`src/rtl/exc_flush_ctrl_if.sv`:
```
// exc_flush_ctrl_if: WB/CP0/IF signal bundle for the exception sequencer; timer ports under EXC_TIMER_INT_EN.
interface exc_flush_ctrl_if;
  logic        ws_valid;
  logic [6:0]  ws_exc;
  logic        ws_eret;
  logic [31:0] ws_pc;
  logic        ws_bd;
  logic [31:0] ws_badvaddr;
  logic [5:0]  hw_int;
  logic [31:0] cp0_status;
  logic [31:0] cp0_epc;
  logic        fs_redir_ready;
  logic        flush;
  logic        ws_commit_en;
  logic        cp0_exc_we;
  logic        cp0_eret_we;
  logic [4:0]  cp0_exc_code;
  logic [31:0] cp0_epc_wdata;
  logic        cp0_bd;
  logic [31:0] cp0_badvaddr;
  logic [5:0]  cp0_ip_hw;
  logic        fs_redir_valid;
  logic [31:0] fs_redir_pc;
`ifdef EXC_TIMER_INT_EN
  logic        cp0_cmp_we;
  logic [31:0] cp0_cmp_wdata;
  logic [31:0] cp0_count;
  logic        ti;
  modport master(
    output ws_valid, ws_exc, ws_eret, ws_pc, ws_bd, ws_badvaddr, hw_int, cp0_status, cp0_epc,
           fs_redir_ready, cp0_cmp_we, cp0_cmp_wdata,
    input  flush, ws_commit_en, cp0_exc_we, cp0_eret_we, cp0_exc_code, cp0_epc_wdata, cp0_bd,
           cp0_badvaddr, cp0_ip_hw, fs_redir_valid, fs_redir_pc, cp0_count, ti
  );
  modport slave(
    input  ws_valid, ws_exc, ws_eret, ws_pc, ws_bd, ws_badvaddr, hw_int, cp0_status, cp0_epc,
           fs_redir_ready, cp0_cmp_we, cp0_cmp_wdata,
    output flush, ws_commit_en, cp0_exc_we, cp0_eret_we, cp0_exc_code, cp0_epc_wdata, cp0_bd,
           cp0_badvaddr, cp0_ip_hw, fs_redir_valid, fs_redir_pc, cp0_count, ti
  );
`else
  modport master(
    output ws_valid, ws_exc, ws_eret, ws_pc, ws_bd, ws_badvaddr, hw_int, cp0_status, cp0_epc,
           fs_redir_ready,
    input  flush, ws_commit_en, cp0_exc_we, cp0_eret_we, cp0_exc_code, cp0_epc_wdata, cp0_bd,
           cp0_badvaddr, cp0_ip_hw, fs_redir_valid, fs_redir_pc
  );
  modport slave(
    input  ws_valid, ws_exc, ws_eret, ws_pc, ws_bd, ws_badvaddr, hw_int, cp0_status, cp0_epc,
           fs_redir_ready,
    output flush, ws_commit_en, cp0_exc_we, cp0_eret_we, cp0_exc_code, cp0_epc_wdata, cp0_bd,
           cp0_badvaddr, cp0_ip_hw, fs_redir_valid, fs_redir_pc
  );
`endif
endinterface

```
`src/rtl/exc_flush_ctrl.sv`:
```
// exc_flush_ctrl: WB exception/interrupt/ERET sequencer driving flush, CP0 strobes and IF redirect.
// EXC_TIMER_INT_EN adds an internal count/compare timer interrupt on cp0_ip_hw[5].
module exc_flush_ctrl #(
  parameter logic [31:0] EXC_ENTRY   = 32'hbfc00380,
  parameter int          SYNC_STAGES = 2
) (
  input logic            clk,
  input logic            reset,
  exc_flush_ctrl_if.slave bus
);
  typedef enum logic {IDLE, REDIR} state_t;
  state_t      state_q, state_d;
  logic [31:0] target_q, target_d;
  logic [5:0]  sync_q [SYNC_STAGES];
  logic        timer_bit;
  logic        int_pend, exc_any, evt_exc, evt_eret, idle;
  logic [4:0]  code;
  logic        unused_ok;
  assign unused_ok = ^{bus.cp0_status[31:16], bus.cp0_status[9:2]};
  always_ff @(posedge clk) begin
    if (reset) begin
      for (int i = 0; i < SYNC_STAGES; i++) sync_q[i] <= '0;
    end else begin
      sync_q[0] <= bus.hw_int;
      for (int i = 1; i < SYNC_STAGES; i++) sync_q[i] <= sync_q[i-1];
    end
  end
`ifdef EXC_TIMER_INT_EN
  logic        half_q, ti_q;
  logic [31:0] count_q, compare_q;
  always_ff @(posedge clk) begin
    if (reset) begin
      half_q    <= 1'b0;
      ti_q      <= 1'b0;
      count_q   <= '0;
      compare_q <= '0;
    end else begin
      half_q <= ~half_q;
      if (half_q) count_q <= count_q + 32'd1;
      if (bus.cp0_cmp_we) compare_q <= bus.cp0_cmp_wdata;
      ti_q <= bus.cp0_cmp_we ? 1'b0 : (ti_q | (count_q == compare_q));
    end
  end
  assign bus.cp0_count = count_q;
  assign bus.ti        = ti_q;
  assign timer_bit     = ti_q;
`else
  assign timer_bit = 1'b0;
`endif
  assign bus.cp0_ip_hw = {sync_q[SYNC_STAGES-1][5] | timer_bit, sync_q[SYNC_STAGES-1][4:0]};
  // exc bits: {ov,ri,bp,sys,ades,adel_d,adel_f}
  assign int_pend = bus.cp0_status[0] & ~bus.cp0_status[1] & |(bus.cp0_status[15:10] & bus.cp0_ip_hw);
  assign exc_any  = |bus.ws_exc;
  assign evt_exc  = bus.ws_valid & (int_pend | exc_any);
  assign evt_eret = bus.ws_valid & bus.ws_eret & ~int_pend & ~exc_any;
  assign idle     = (state_q == IDLE) & ~reset;
  assign code = int_pend       ? 5'h00 :
                bus.ws_exc[0]  ? 5'h04 :
                bus.ws_exc[5]  ? 5'h0a :
                bus.ws_exc[6]  ? 5'h0c :
                bus.ws_exc[3]  ? 5'h08 :
                bus.ws_exc[4]  ? 5'h09 :
                bus.ws_exc[1]  ? 5'h04 : 5'h05;
  always_ff @(posedge clk) begin
    if (reset) begin
      state_q  <= IDLE;
      target_q <= '0;
    end else begin
      state_q  <= state_d;
      target_q <= target_d;
    end
  end
  always_comb begin
    state_d            = state_q;
    target_d           = target_q;
    bus.flush          = 1'b0;
    bus.ws_commit_en   = 1'b0;
    bus.cp0_exc_we     = 1'b0;
    bus.cp0_eret_we    = 1'b0;
    bus.cp0_exc_code   = '0;
    bus.cp0_epc_wdata  = '0;
    bus.cp0_bd         = 1'b0;
    bus.cp0_badvaddr   = '0;
    bus.fs_redir_valid = 1'b0;
    bus.fs_redir_pc    = '0;
    if (idle) begin
      bus.flush        = evt_exc | evt_eret;
      bus.ws_commit_en = bus.ws_valid & ~evt_exc & ~evt_eret;
      bus.cp0_exc_we   = evt_exc;
      bus.cp0_eret_we  = evt_eret;
      if (evt_exc) begin
        bus.cp0_exc_code  = code;
        bus.cp0_epc_wdata = bus.ws_bd ? bus.ws_pc - 32'd4 : bus.ws_pc;
        bus.cp0_bd        = bus.ws_bd;
        bus.cp0_badvaddr  = (!int_pend && bus.ws_exc[0]) ? bus.ws_pc : bus.ws_badvaddr;
      end
      if (evt_exc || evt_eret) begin
        state_d  = REDIR;
        target_d = evt_eret ? bus.cp0_epc : EXC_ENTRY;
      end
    end else if (state_q == REDIR && !reset) begin
      bus.fs_redir_valid = 1'b1;
      bus.fs_redir_pc    = target_q;
      state_d            = bus.fs_redir_ready ? IDLE : REDIR;
    end
  end
endmodule
```
`src/flat_wrapper.sv`:
```
// flat-port wrapper written by rule: the top's interface ports become plain ports
module exc_flush_ctrl_flat 
#(
  parameter logic [31:0] EXC_ENTRY   = 32'hbfc00380,
  parameter int          SYNC_STAGES = 2
)
  (clk, reset, bus_ws_valid, bus_ws_exc, bus_ws_eret, bus_ws_pc, bus_ws_bd, bus_ws_badvaddr, bus_hw_int, bus_cp0_status, bus_cp0_epc, bus_fs_redir_ready, bus_flush, bus_ws_commit_en, bus_cp0_exc_we, bus_cp0_eret_we, bus_cp0_exc_code, bus_cp0_epc_wdata, bus_cp0_bd, bus_cp0_badvaddr, bus_cp0_ip_hw, bus_fs_redir_valid, bus_fs_redir_pc);
  exc_flush_ctrl_if bus_i ();
  input logic clk;
  input logic reset;
  input wire logic [$bits(bus_i.ws_valid)-1:0] bus_ws_valid;
  input wire logic [$bits(bus_i.ws_exc)-1:0] bus_ws_exc;
  input wire logic [$bits(bus_i.ws_eret)-1:0] bus_ws_eret;
  input wire logic [$bits(bus_i.ws_pc)-1:0] bus_ws_pc;
  input wire logic [$bits(bus_i.ws_bd)-1:0] bus_ws_bd;
  input wire logic [$bits(bus_i.ws_badvaddr)-1:0] bus_ws_badvaddr;
  input wire logic [$bits(bus_i.hw_int)-1:0] bus_hw_int;
  input wire logic [$bits(bus_i.cp0_status)-1:0] bus_cp0_status;
  input wire logic [$bits(bus_i.cp0_epc)-1:0] bus_cp0_epc;
  input wire logic [$bits(bus_i.fs_redir_ready)-1:0] bus_fs_redir_ready;
  output wire logic [$bits(bus_i.flush)-1:0] bus_flush;
  output wire logic [$bits(bus_i.ws_commit_en)-1:0] bus_ws_commit_en;
  output wire logic [$bits(bus_i.cp0_exc_we)-1:0] bus_cp0_exc_we;
  output wire logic [$bits(bus_i.cp0_eret_we)-1:0] bus_cp0_eret_we;
  output wire logic [$bits(bus_i.cp0_exc_code)-1:0] bus_cp0_exc_code;
  output wire logic [$bits(bus_i.cp0_epc_wdata)-1:0] bus_cp0_epc_wdata;
  output wire logic [$bits(bus_i.cp0_bd)-1:0] bus_cp0_bd;
  output wire logic [$bits(bus_i.cp0_badvaddr)-1:0] bus_cp0_badvaddr;
  output wire logic [$bits(bus_i.cp0_ip_hw)-1:0] bus_cp0_ip_hw;
  output wire logic [$bits(bus_i.fs_redir_valid)-1:0] bus_fs_redir_valid;
  output wire logic [$bits(bus_i.fs_redir_pc)-1:0] bus_fs_redir_pc;
  assign bus_i.ws_valid = bus_ws_valid;
  assign bus_i.ws_exc = bus_ws_exc;
  assign bus_i.ws_eret = bus_ws_eret;
  assign bus_i.ws_pc = bus_ws_pc;
  assign bus_i.ws_bd = bus_ws_bd;
  assign bus_i.ws_badvaddr = bus_ws_badvaddr;
  assign bus_i.hw_int = bus_hw_int;
  assign bus_i.cp0_status = bus_cp0_status;
  assign bus_i.cp0_epc = bus_cp0_epc;
  assign bus_i.fs_redir_ready = bus_fs_redir_ready;
  assign bus_flush = bus_i.flush;
  assign bus_ws_commit_en = bus_i.ws_commit_en;
  assign bus_cp0_exc_we = bus_i.cp0_exc_we;
  assign bus_cp0_eret_we = bus_i.cp0_eret_we;
  assign bus_cp0_exc_code = bus_i.cp0_exc_code;
  assign bus_cp0_epc_wdata = bus_i.cp0_epc_wdata;
  assign bus_cp0_bd = bus_i.cp0_bd;
  assign bus_cp0_badvaddr = bus_i.cp0_badvaddr;
  assign bus_cp0_ip_hw = bus_i.cp0_ip_hw;
  assign bus_fs_redir_valid = bus_i.fs_redir_valid;
  assign bus_fs_redir_pc = bus_i.fs_redir_pc;
  exc_flush_ctrl #(.EXC_ENTRY(EXC_ENTRY), .SYNC_STAGES(SYNC_STAGES)) u_core (.clk(clk), .reset(reset), .bus(bus_i));
endmodule
```
`config.mk`:
```
export PLATFORM = sky130hd
export DESIGN_NAME = exc_flush_ctrl_flat
export DESIGN_NICKNAME = d
export VERILOG_FILES = /design/src/rtl/exc_flush_ctrl_if.sv /design/src/rtl/exc_flush_ctrl.sv /design/src/flat_wrapper.sv
export SDC_FILE = /design/constraint.sdc
export NUM_CORES = 1
export LEC_CHECK = 0
export ABC_AREA = 0
export BUFFER_PORTS_ARGS = -buffer_cell sky130_fd_sc_hd__buf_2
export CAP_MARGIN = 5
export CORE_AREA = 2 2 102 104
export CTS_BUF_LIST = sky130_fd_sc_hd__clkbuf_4 sky130_fd_sc_hd__clkbuf_8 sky130_fd_sc_hd__clkbuf_16
export DETAILED_ROUTE_END_ITERATION = 8
export DIE_AREA = 0 0 104 106
export PLACE_DENSITY = 0.7
export SYNTH_ARGS = -nofsm -noshare
export SYNTH_HDL_FRONTEND = slang
export SYNTH_SLANG_ARGS = --single-unit
```
`constraint.sdc`:
```
create_clock -name clk -period 2.7 [get_ports clk]
set_input_delay 0 -clock clk [delete_from_list [all_inputs] [get_ports clk]]
set_output_delay 0 -clock clk [all_outputs]
set_load 0.05 [all_outputs]
```
==> metrics.txt, run 1 <==
die height=106 microns; Sw Share=37.9%; Initial Utilization=33.4%; Seq cells post-synth=45; top-count cell post-synth=a21oi_1; clock latency at the later pin of the worst-skew pair=300 ps; post-synthesis cell type count=47; syn_area_per_cell=7.10 sq um; Routed Antenna Nets=0; I/O pin cnt=260; total gr overflow=0; hold_sp=reset; wire per inst=15.9 microns; Power Density=349 nW/um^2; CTS Buf Count=5; EDFF count, synth=0; post-synth top area cell=dfxtp_1; worst IR drop on VDD=0.000292 V; TritonCTS clock tree=yes; Crit Reg-Reg Startpoint=u_core.sync_q[0][8]$_SDFF_PP0_; area of the core=10000 sq um; Final Slew Violations=0; Worst EP arrival=2250 ps; Placed Instances=approximately 800; Hold Path End=u_core.sync_q[0][2]$_SDFF_PP0_; post_cts resized=0; Syn Inst Count=471; Hold Crit Depth=2; Crit. End Element=primary output; skew final=around 12 ps; Non-Filler Instances=850; Layout area overhead=51.7%; DRC=0; Crit Path Category=flip-flop to primary output; LEAKAGE=2.36 nW; Worst EP required=2700 ps; Clock power frac=23.3%; Max Cap Viol=0; htree depth=2; DR pass1 iterations=5; P_sw=671 uW; Rel. slew slack=around 34%; setup_tns=0 ps; antenna violations before repair=0; async set or reset register ratio after synthesis=0%; Post-synth top flop=dfxtp_1; vias per cell=between 5 and 6; Synth Warn #=0; register-to-register path setup slack=520 ps; first-pass GRT wire length=21.0 mm; total number of vias=4630; RSZ-0062 raised after global routing=no; Least-Margin Pin Slew=slightly below 1000 ps; gp weighted congestion=0.818; clock buffer depth=2; final worst-path cycle share=roughly 83%; area of placed instances=4590 sq um; R2R depth=5; Iteration-0 DRC Markers=175; HPWL Detailed=9.59 mm; outcome=complete, no violations; Port Buf Inserts=234; Comb pwr share=37.3%; FF-to-FF End=u_core.target_q[27]$_SDFFE_PP0P_; final setup fails=0; top post-synthesis cells by area=dfxtp_1, a21oi_1, o21ai_0; Cell Int Power=1.10 mW; Nets=between 800 and 900; Post-Synthesis Cell Area=between 3000 and 4000 sq um; synth cell count leaders=a21oi_1, o21ai_0, dfxtp_1; # Post-CTS Setup Buffers=0; startpoint types=flip-flop; WL final=13.5 mm; die area=11000 sq um; Reg power frac=about two fifths; die width=104 microns; crit path max fanout=34; layout cells sized above 1=around two fifths; final hold violations=0; Hold Path Class=primary input to flip-flop; final instance area=5070 sq um; Syn Nets=619; Final Core Density=50.7%; largest net degree at the start of global routing=35; Fill cells=956; clock sink total=45; min cycle time layout=~2200 ps; GRT Overall Usage=22.9%; root buf cell=clkbuf_8; FMAX=445 MHz; diodes inserted=0; post-synthesis sequential area ratio=26.9%; floorplan row count=37; Clk pin slew, worst setup/hold paths=80 ps; vias in the first global route=roughly 4400; area share of the leading cell type in the synthesized netlist=approximately 27%
[kinds of logic after synthesis]
kind of cell             share of synthesized area [%]
AO/OA/AOI/OAI                                     26.5
XOR/XNOR                                          2.88
adder cells (fa/ha/maj)                          0.374
buffers and inverters                             7.52
flip-flops                                        26.9
other                                            0.112
AND/OR/NAND/NOR                                   35.7
[stage by stage]
step	power [mW]	setup slack [ps]	hold WS, ps
6_report	1.77	454	56.3
5_1_grt	1.85	334	68.2
4_1_cts	1.77	412	50.4
3_5_place_dp	1.32	546	221
3_3_place_gp	1.31	607	212
2_1_floorplan	1.10	446	71.6
[cell usage in the layout, fill, tap and decap left out, types with 10 or more instances in the layout]
master	count
buf_2	234
a21oi_1	51
o21ai_0	46
dfxtp_1	45
dlygate4sd3_1	39
and2_1	36
nand3_1	35
nand2_1	29
nand4_1	24
nor2_1	22
nor2b_1	15
or4_1	14
o221a_2	12
buf_4	12
o31ai_1	11
o21ai_1	10
[worst max-delay path, stage by stage, from the launching register on]
cell,delay [ps]
dfxtp_1,330
a221o_1,340
o32ai_2,270
a21o_2,440
buf_12,240
a21oi_1,90
buf_2,230
[final cells by class]
type                       count  area, sq um  share of cell area, %
timing repair buffer         286         1670                   33.0
tap                          136          170                   3.36
sequential                    45          901                   17.8
clock buffer                   6         76.3                   1.51
multi-input combinational    367         2210                   43.6
inverter                       8         30.0                  0.592
clock inverter                 2         10.0                  0.197
[registers in the layout, indices dropped and copies added (netlist names)]
signal and cells:
u_core.sync_q 12, u_core.state_q 1, u_core.target_q 32
[power groups by stage]
stage	logic, mW	clock network [mW]	registers (mW)
after floorplan	0.395	0	0.708
after global placement	0.598	0	0.711
after detailed placement	0.610	0	0.712
after CTS	0.654	0.423	0.697
after global routing	0.702	0.444	0.700
final	0.659	0.413	0.698
[layer usage]
metal  global-route usage [%]  vias up  part of all wire (%)
li1                         -     2202                     -
met4                     10.1        0                   2.4
met3                     4.84       34                   7.8
met2                     43.3      251                    52
met5                        0        -                     0
met1                     24.5     2143                    38
[worst max path at each step]
stage                                        start                          endpoint  slack, ps  depth (start not counted)
floorplan                             bus_ws_pc[7]             bus_cp0_epc_wdata[16]        450                          5
global placement    u_core.sync_q[0][6]$_SDFF_PP0_  u_core.target_q[24]$_SDFFE_PP0P_        610                          5
detailed placement  u_core.sync_q[0][8]$_SDFF_PP0_  u_core.target_q[27]$_SDFFE_PP0P_        550                          5
CTS                 u_core.sync_q[0][8]$_SDFF_PP0_             bus_cp0_epc_wdata[31]        410                          6
global route        u_core.sync_q[0][8]$_SDFF_PP0_             bus_cp0_epc_wdata[31]        330                          6
finish              u_core.sync_q[0][8]$_SDFF_PP0_             bus_cp0_epc_wdata[31]        450                          6
[what timing repair did]
item / in CTS / in global routing
setup endpoints to repair: 0 / 0
endpoints found under the hold margin: 39 / 0
hold buffers: 39 / 0
(Power assumes the default switching activity.)
==> run 2: changes to the inputs <==
--- a/config.mk
+++ b/config.mk
@@ -8,11 +8,11 @@
 export ABC_AREA = 0
 export BUFFER_PORTS_ARGS = -buffer_cell sky130_fd_sc_hd__buf_2
 export CAP_MARGIN = 5
-export CORE_AREA = 2 2 102 104
+export CORE_AREA = 2 2 100 102
 export CTS_BUF_LIST = sky130_fd_sc_hd__clkbuf_4 sky130_fd_sc_hd__clkbuf_8 sky130_fd_sc_hd__clkbuf_16
 export DETAILED_ROUTE_END_ITERATION = 8
-export DIE_AREA = 0 0 104 106
-export PLACE_DENSITY = 0.7
+export DIE_AREA = 0 0 102 104
+export PLACE_DENSITY = 0.73
 export SYNTH_ARGS = -nofsm -noshare
 export SYNTH_HDL_FRONTEND = slang
 export SYNTH_SLANG_ARGS = --single-unit
==> constraint.sdc (replaced) <==
create_clock -name clk -period 2.1 [get_ports clk]
set_input_delay 0 -clock clk [delete_from_list [all_inputs] [get_ports clk]]
set_output_delay 0 -clock clk [all_outputs]
set_load 0.05 [all_outputs]
==> metrics.txt, run 2 (same netlist as run 1, synthesis figures left out) <==
outcome=complete, no violations; Clk pin slew, worst setup/hold paths=90 ps (about the same); Crit Reg-Reg Startpoint=u_core.sync_q[0][8]$_SDFF_PP0_; FF-to-FF End=u_core.target_q[24]$_SDFFE_PP0P_; Sw Share=34.8% (-3.1 points); DRC=0 (unchanged); multi-input logic area=2360 sq um (+6.8%); final worst-path cycle share=98.5%; Power Density=468 nW/um^2 (+34%); Final Slew Violations=0 (unchanged); startpoint types=flip-flop; final instance area=5630 sq um (+11%); first-pass GRT wire length=21.3 mm (+1.5%); commonest non-fill, non-tap cell in the layout=buf_2; die area=10600 sq um (-3.8%); Crit. End Element=primary output; R2R depth=5 (unchanged); Comb pwr share=36.5% (-0.8 points); Max Cap Viol=0 (unchanged); Iteration-0 DRC Markers=172 (-1.7%); htree depth=2 (unchanged); total gr overflow=0 (unchanged); Nets=882 (+2.4%); Reg power frac=34.0% (-5.4 points); Worst EP required=2100 ps (-600 ps); FMAX=483 MHz; crit path max fanout=5 (-85%); RSZ-0062 raised after global routing=yes; min cycle time layout=around 2100 ps; largest net degree at the start of global routing=36 (+2.9%); Hold Path Class=primary input to flip-flop; max reg flops=32 (unchanged); register-to-register path setup slack=90 ps (-430 ps); Crit Path Category=flip-flop to primary output; final hold violations=0 (unchanged); floorplan row count=36 (-2.7%); most frequent cells in the layout=buf_2, buf_4, dfxtp_1; Initial Utilization=35.0% (+1.6 points); die height=104 microns (-1.9%); area of placed instances=4920 sq um (+7.1%); Worst Setup SP=u_core.sync_q[0][8]$_SDFF_PP0_; die width=102 microns (-1.9%); Fill cells=827 (-13%); area of the core=9550 sq um (-4.5%); P_sw=917 uW (+37%); clock buffer depth=2 (unchanged); TritonCTS clock tree=yes; clock latency at the later pin of the worst-skew pair=310 ps (about the same); total number of vias=4710 (+1.7%); DR pass1 iterations=5 (unchanged); Worst EP arrival=2070 ps (-180 ps); antenna violations before repair=1 (+1); Layout area overhead=68.4%; WL final=14.2 mm (+5.2%); HPWL Detailed=9.82 mm (+2.5%); Cell Int Power=1.72 mW (+56%); root buf cell=clkbuf_8; wire per inst=16.4 microns (+2.8%); clock sink total=45 (unchanged); layout cells sized above 1=45.9% (+6.8 points); LEAKAGE=2.54 nW (+7.6%); register area=902 sq um (+0.14%); Clock power frac=29.5% (+6.2 points); final setup fails=0 (unchanged); top flop regs=u_core.target_q (32), u_core.sync_q (12), u_core.state_q (1); worst IR drop on VDD=0.000514 V (+76%); I/O pin cnt=260 (unchanged); GRT Overall Usage=24.8% (+1.9 points); Port Buf Inserts=234 (unchanged); CTS Buf Count=5 (unchanged); largest register by flop count=u_core.target_q; CP Capture Point=bus_cp0_exc_code[1]; Routed Antenna Nets=0 (unchanged); vias in the first global route=4378 (-0.25%); Final Core Density=59.0% (+8.2 points); skew final=9.62 ps (-1.98 ps); gp weighted congestion=0.845 (+3.3%); vias per cell=5.41 (-0.61%)
[run 2: power by group through the flow]
stage,sequential [mW],combinational [mW],clock (mW)
floorplan,0.911,0.537,0
global placement,0.914,0.833,0
detailed placement,0.915,0.847,0
CTS,0.896,0.940,0.785
global route,0.900,1.02,0.821
finish,0.897,0.963,0.776
[run 2: area by class of cell]
class / instances / share of cell area, %
sequential: 45 / 16.0
timing repair buffer: 307 / 36.1
clock inverter: 3 / 1.16
clock buffer: 5 / 1.22
tap: 133 / 2.96
antenna: 2 / 0.0889
inverter: 8 / 0.533
multi-input combinational: 367 / 42.0
[run 2: metrics by stage]
stage | hold WS (ps) | total power, mW | std cells | worst slack [ps] | setup TNS (ps)
after global placement | 213 | 1.75 | 818 | 84.4 | 0
after CTS | 41.7 | 2.62 | 868 | 0.284 | 0
after detailed placement | 213 | 1.76 | 818 | 63.2 | 0
after global routing | 59.5 | 2.74 | 869 | -46.8 | -101
after floorplan | 71.6 | 1.45 | 471 | 1.13 | 0
final | 43.7 | 2.64 | 870 | 30.8 | 0
[run 2: worst max-delay path, stage by stage, from the launching register on]
cell	delay, ps
dfxtp_2	330
a221o_1	360
o32ai_4	270
buf_4	200
nand2_1	120
nor2_1	210
clkbuf_4	280
[run 2: how the worst min path moves through the flow]
stage               depth (start not counted)     startpoint  slack [ps]                        endpoint
floorplan                                   1          reset          70  u_core.sync_q[0][0]$_SDFF_PP0_
global placement                            2  bus_hw_int[3]         210  u_core.sync_q[0][3]$_SDFF_PP0_
detailed placement                          2  bus_hw_int[5]         210  u_core.sync_q[0][5]$_SDFF_PP0_
CTS                                         2          reset          40  u_core.sync_q[0][0]$_SDFF_PP0_
global route                                2          reset          60  u_core.sync_q[0][6]$_SDFF_PP0_
finish                                      2          reset          40  u_core.sync_q[0][0]$_SDFF_PP0_
[run 2: what timing repair did]
item,4_1_cts,5_1_grt
endpoints found under the setup margin,47,66
pin swaps,2,2
buffers inserted,1,0
cloned,2,0
gates resized for setup,19,43
endpoints found under the hold margin,39,0
hold buffers,39,0
[run 2: routing by layer]
metal	vias to the layer above	wire length (microns)	global-route usage [%]
li1	2244	-	-
met1	2173	5380	26.3
met2	268	7260	46.9
met3	25	1300	4.91
met4	0	308	9.14
met5	-	0	0
